[src/rtl/fir_stream_feeder.sv]
// fir_stream_feeder: FIFO-buffered single-sample handshake driver for the FIR; FEEDER_TIMEOUT_EN builds the WAIT abort path.
module fir_stream_feeder #(
  parameter int IN_WIDTH   = 16,
  parameter int OUT_WIDTH  = 38,
  parameter int FIFO_DEPTH = 8,
  parameter int TIMEOUT    = 127
) (
  input  logic                 clk,
  input  logic                 rst,
  input  logic                 s_valid,
  output logic                 s_ready,
  input  logic [IN_WIDTH-1:0]  s_data,
  output logic                 fir_input_valid,
  output logic [IN_WIDTH-1:0]  fir_input_data,
  input  logic                 fir_output_valid,
  input  logic [OUT_WIDTH-1:0] fir_output_data,
  output logic                 m_valid,
  input  logic                 m_ready,
  output logic [OUT_WIDTH-1:0] m_data,
  output logic                 busy,
  output logic [15:0]          sample_count,
  output logic                 timeout_err
);
  localparam int AW = $clog2(FIFO_DEPTH);
  typedef enum logic [1:0] {IDLE, ISSUE, WAIT, HOLD} state_t;
  state_t state, state_nxt;
  logic [IN_WIDTH-1:0] mem [FIFO_DEPTH];
  logic [AW-1:0] wr_ptr, rd_ptr;
  logic [AW:0] level;
  logic push, pop, empty, fov_q, edge_hit, abort;
  assign empty = level == '0;
  assign s_ready = level != (AW+1)'(FIFO_DEPTH);
  assign push = s_valid && s_ready;
  // Only a fresh 0->1 transition counts, so a level left high from before is ignored.
  assign edge_hit = fir_output_valid && !fov_q;
  always_ff @(posedge clk or posedge rst) begin
    if (rst) state <= IDLE;
    else state <= state_nxt;
  end
  always_comb begin
    state_nxt = state == IDLE  ? (empty ? IDLE : ISSUE) :
                state == ISSUE ? WAIT :
                state == WAIT  ? (edge_hit ? HOLD : abort ? IDLE : WAIT) :
                m_ready        ? (empty ? IDLE : ISSUE) : HOLD;
  end
  always_comb begin
    fir_input_valid = state == ISSUE;
    m_valid = state == HOLD;
    busy = state != IDLE || !empty;
    pop = !empty && (state == IDLE || (state == HOLD && m_ready));
  end
  always_ff @(posedge clk) begin
    if (push) mem[wr_ptr] <= s_data;
  end
  always_ff @(posedge clk or posedge rst) begin
    if (rst) begin
      wr_ptr <= '0;
      rd_ptr <= '0;
      level <= '0;
      fir_input_data <= '0;
      m_data <= '0;
      fov_q <= 1'b0;
      sample_count <= '0;
    end else begin
      fov_q <= fir_output_valid;
      level <= level + (AW+1)'(push) - (AW+1)'(pop);
      if (push) wr_ptr <= wr_ptr + 1'b1;
      if (pop) begin
        rd_ptr <= rd_ptr + 1'b1;
        fir_input_data <= mem[rd_ptr];
      end
      if (state == WAIT && edge_hit) m_data <= fir_output_data;
      if (state == HOLD && m_ready) sample_count <= sample_count + 16'd1;
    end
  end
`ifdef FEEDER_TIMEOUT_EN
  localparam int CW = $clog2(TIMEOUT + 1);
  logic [CW-1:0] wait_cnt;
  assign abort = state == WAIT && !edge_hit && wait_cnt == CW'(TIMEOUT - 1);
  always_ff @(posedge clk or posedge rst) begin
    if (rst) begin
      wait_cnt <= '0;
      timeout_err <= 1'b0;
    end else begin
      wait_cnt <= state == ISSUE ? '0 : state == WAIT ? wait_cnt + 1'b1 : wait_cnt;
      if (abort) timeout_err <= 1'b1;
    end
  end
`else
  assign abort = TIMEOUT < 0;
  assign timeout_err = 1'b0;
`endif
endmodule

[config.mk]
export PLATFORM = sky130hd
export DESIGN_NAME = fir_stream_feeder
export DESIGN_NICKNAME = d
export VERILOG_FILES = /design/src/rtl/fir_stream_feeder.sv
export SDC_FILE = /design/constraint.sdc
export NUM_CORES = 1
export LEC_CHECK = 0
export CAP_MARGIN = 10
export CORE_ASPECT_RATIO = 0.6
export CORE_MARGIN = 2
export CORE_UTILIZATION = 57
export CTS_CLUSTER_DIAMETER = 50
export DETAILED_ROUTE_END_ITERATION = 16
export PLACE_DENSITY_LB_ADDON = 0.15
export SLEW_MARGIN = 20
export SYNTH_ARGS = -nofsm -noshare
export SYNTH_HDL_FRONTEND = slang
export SYNTH_SLANG_ARGS = --single-unit
[constraint.sdc]
create_clock -name clk -period 4.9 [get_ports clk]
set_input_delay 0.735 -clock clk [delete_from_list [all_inputs] [get_ports clk]]
set_output_delay 0.735 -clock clk [all_outputs]
set_load 0.01 [all_outputs]
==> results.sh <==
export IMPL_status="finished, final reports clean"
export IMPL_endpoint_kind="flop"
export IMPL_path_cells="inv_1 > ha_1 > nor3b_1 > o21bai_4 > buf_4 > inv_1 > ha_1 > inv_1 > ha_1 > fa_1 > xor2_1"
export IMPL_slowest_delay_ns=0.43
export IMPL_power_frac_seq_pct=43.4
export IMPL_clkPwrFrac_pct=22.9
export IMPL_syn_area_um2=8320
export IMPL_ys_seq_elements=211
export IMPL_cts_resized=0
export IMPL_switchingPower_mw=1.88
export IMPL_drtPass1Iterations=5
export IMPL_worst_slew_pin_slew_ns=1.09
export IMPL_path_max_fanout=36
export IMPL_syn_num_nets=575
export IMPL_syn_area_per_cell_um2=16.4
export IMPL_power_density_nw_per_um2=595
export IMPL_hold_violations=0
export IMPL_wl_per_cell_um=18.5
export IMPL_die_y_um=97.6
export IMPL_synth_seq_area_share_pct=71.2
export IMPL_antenna_found_initial=0
export IMPL_post_dp_hpwl_um=10100
export IMPL_cts_hold_buf=0
export IMPL_place_gp_congestion=0.771
export IMPL_fin_ws_ns=1.96
export IMPL_max_freq_mhz=340
export IMPL_critical_path_class="reg -> reg"
export IMPL_critical_path_required_ns=5.26
export IMPL_p_int_mw=4.30
export IMPL_start_util_pct=57.8
export IMPL_port_buffers=132
export IMPL_nNetsFinal=713
export IMPL_root_buffer="clkbuf_16"
export IMPL_grtUsageTotal_pct=20.8
export IMPL_instances_no_fill=856
export IMPL_num_vias=4620
export IMPL_fp_coreArea_um2=14400
export IMPL_synth_cell_types=38
export IMPL_finalMaxSlewViolations=0
export IMPL_finalWirelength_um=15900
export IMPL_grt_ovfl_total=0
export IMPL_pwr_share_comb_pct=33.7
export IMPL_crit_slowest_cell="nor3b_1"
export IMPL_drive_gt1_share_pct=13.8
export IMPL_synth_edf_count=128
export IMPL_clk_latency_ns=0.48
export IMPL_fillers=982
export IMPL_synthCells=506
export IMPL_place_ws_ns=1.62
export IMPL_cts_tree="done"
export IMPL_die_x_um=160
export IMPL_fin_skew_ns=0.00857
export IMPL_post_route_period_util_pct=60.0
export IMPL_synth_flop_cell="edfxtp_1"
export IMPL_grt_pass1_vias=4707
export IMPL_max_slew_margin_rel_pct=26.8
export IMPL_yosys_top_cells_area="edfxtp_1 (46%), dfrtp_1 (25%), mux2_2 (6.6%), mux2i_1 (3.9%), mux2_1 (3.1%)"
export IMPL_swShare_pct=30.4
export IMPL_hold_class="reg -> reg"
export IMPL_first_iter_violations=333
export IMPL_p_leak_nw=3.92
export IMPL_numCtsBuffers=20
export IMPL_htree_levels=1
export IMPL_dp_cells=820
export IMPL_cts_setup_buffers=0
export IMPL_clock_path_buffers=3
export IMPL_finalCriticalPeriod_ns=2.94
export IMPL_viasPerCell=5.40
export IMPL_ys_warn_count=0
export IMPL_drc=0
export IMPL_worst_setup_path_start_kind="flop"
export IMPL_rsz0062_at_grt="no"
export IMPL_yosys_area_top_type="edfxtp_1"
export IMPL_synth_top_area_share_pct=46.2
export IMPL_post_synth_top_count_cell="edfxtp_1"
export IMPL_utilization_pct=72.3
export IMPL_io_pins=134
export IMPL_multi_input_area_um2=2220
export IMPL_die_area_um2=15600
export IMPL_antennaDiodeCount=0
export IMPL_cts_sink_count=211
export IMPL_regArea_um2=5920
export IMPL_finalSetupViolCount=0
export IMPL_async_reset_ff_share_pct=39.3
export IMPL_rows=34
export IMPL_worstPathArrival_ns=3.30
export IMPL_ir_worst_vdd_v=0.000289
export IMPL_grt_pass1_wl_um=25200
export IMPL_grt_max_degree=49
export IMPL_cap_viol_max_count=0
export IMPL_final_area_um2=10400
export IMPL_setup_tns_final_ns=0
export IMPL_ys_top_cells_by_count="edfxtp_1 (128), dfrtp_1 (83), mux2_2 (49), mux2i_1 (32), nand2_1 (32)"
export IMPL_clkTransAtPathRegs_ns=0.06
export IMPL_ant_nets=0
export IMPL_dpl_cell_area_um2=9790
export IMPL_area_growth_pct=25.0
## power groups by stage
stage               clock network, mW  logic (mW)  registers [mW]
floorplan                           0        1.23            2.71
global placement                    0        2.05            2.68
detailed placement                  0        2.10            2.71
CTS                              1.44        2.10            2.68
global route                     1.52        2.26            2.74
finish                           1.42        2.08            2.68
## worst max-delay path: cells and delay by family, from the launching register on
family          cells  cell delay (ns)
xor+xnor            1             0.17
buf+inv             4             0.63
compound gates      1             0.21
flops               1             0.37
fa+ha+maj           4             1.02
simple gates        1             0.43
## final timing paths
| kind | start | end | slack [ns] | cells after the start |
|---|---|---|---|---|
| max | level[2]$_DFF_PP0_ | level[2]$_DFF_PP0_ | 1.96 | 11 |
| min | sample_count[15]$_DFFE_PP0P_ | sample_count[15]$_DFFE_PP0P_ | 0.47 | 1 |
| max reg2reg | level[2]$_DFF_PP0_ | level[2]$_DFF_PP0_ | 1.96 | 11 |
| min reg2reg | sample_count[15]$_DFFE_PP0P_ | sample_count[15]$_DFFE_PP0P_ | 0.47 | 1 |
| max in group asynchronous | rst | m_data[3]$_DFFE_PP0P_ | 3.17 | 3 |
| min in group asynchronous | rst | m_data[19]$_DFFE_PP0P_ | 0.72 | 2 |
## per-stage QoR
| step | hold WS, ns | power (mW) |
|---|---|---|
| 6_report | 0.472 | 6.18 |
| 5_1_grt | 0.503 | 6.52 |
| 4_1_cts | 0.476 | 6.23 |
| 3_5_place_dp | 0.467 | 4.81 |
| 3_3_place_gp | 0.464 | 4.73 |
| 2_1_floorplan | 0.488 | 3.94 |
## registers in the layout, indices dropped and copies added, names as in the netlist
register,cells
m_data,38
mem,128
fir_input_data,16
level,4
fov_q,1
state,2
wr_ptr,3
rd_ptr,3
sample_count,16
## routing by layer
layer | vias up | wire length, um | GRT usage, %
met5 | - | 0 | 0
met4 | 0 | 180 | 3.95
met3 | 20 | 949 | 4.27
met2 | 134 | 7450 | 33.2
met1 | 2295 | 7270 | 30.3
li1 | 2171 | - | -
## layout by cell type (no fill, tap or decap), types with 5 or more instances in the layout
master           netlist  routed
nor2_1                13       9
xnor2_1               15      15
mux2_2                49      49
edfxtp_1             128     128
clkbuf_16              0      21
clkbuf_1               4       9
buf_4                  2       6
a221o_1               16      16
mux2_1                23      23
nand2_1               32      32
xor2_1                 5       5
inv_1                  9       8
clkdlybuf4s50_1        0     132
o21ai_1               16      16
mux2i_1               32      32
nand3_1                8       8
ha_1                   9       9
dfrtp_1               83      82
o22ai_1               16      16
## kinds of logic (layout without fill, tap and decap cells)
kind of cell | count (synthesis) | count (layout) | synth area share, %
AOI/OAI and AO/OA | 52 | 52 | 4.57
xor gates and xnor gates | 20 | 20 | 2.11
buffers and inverters | 31 | 183 | 2.50
other | 1 | 1 | 0.0451
and+or+nand+nor | 77 | 77 | 4.38
adders and majority gates | 10 | 10 | 1.59
DFF | 211 | 211 | 71.2
muxes | 104 | 104 | 13.6
## layout make-up
class	count	area share (%)
flip-flops and latches	211	57.0
multi-input cells	264	21.4
repair buffers	138	13.1
clock buffers	32	5.65
well taps	198	2.38
inverters	9	0.337
clock inverters	4	0.144
(Power assumes the default switching activity.)
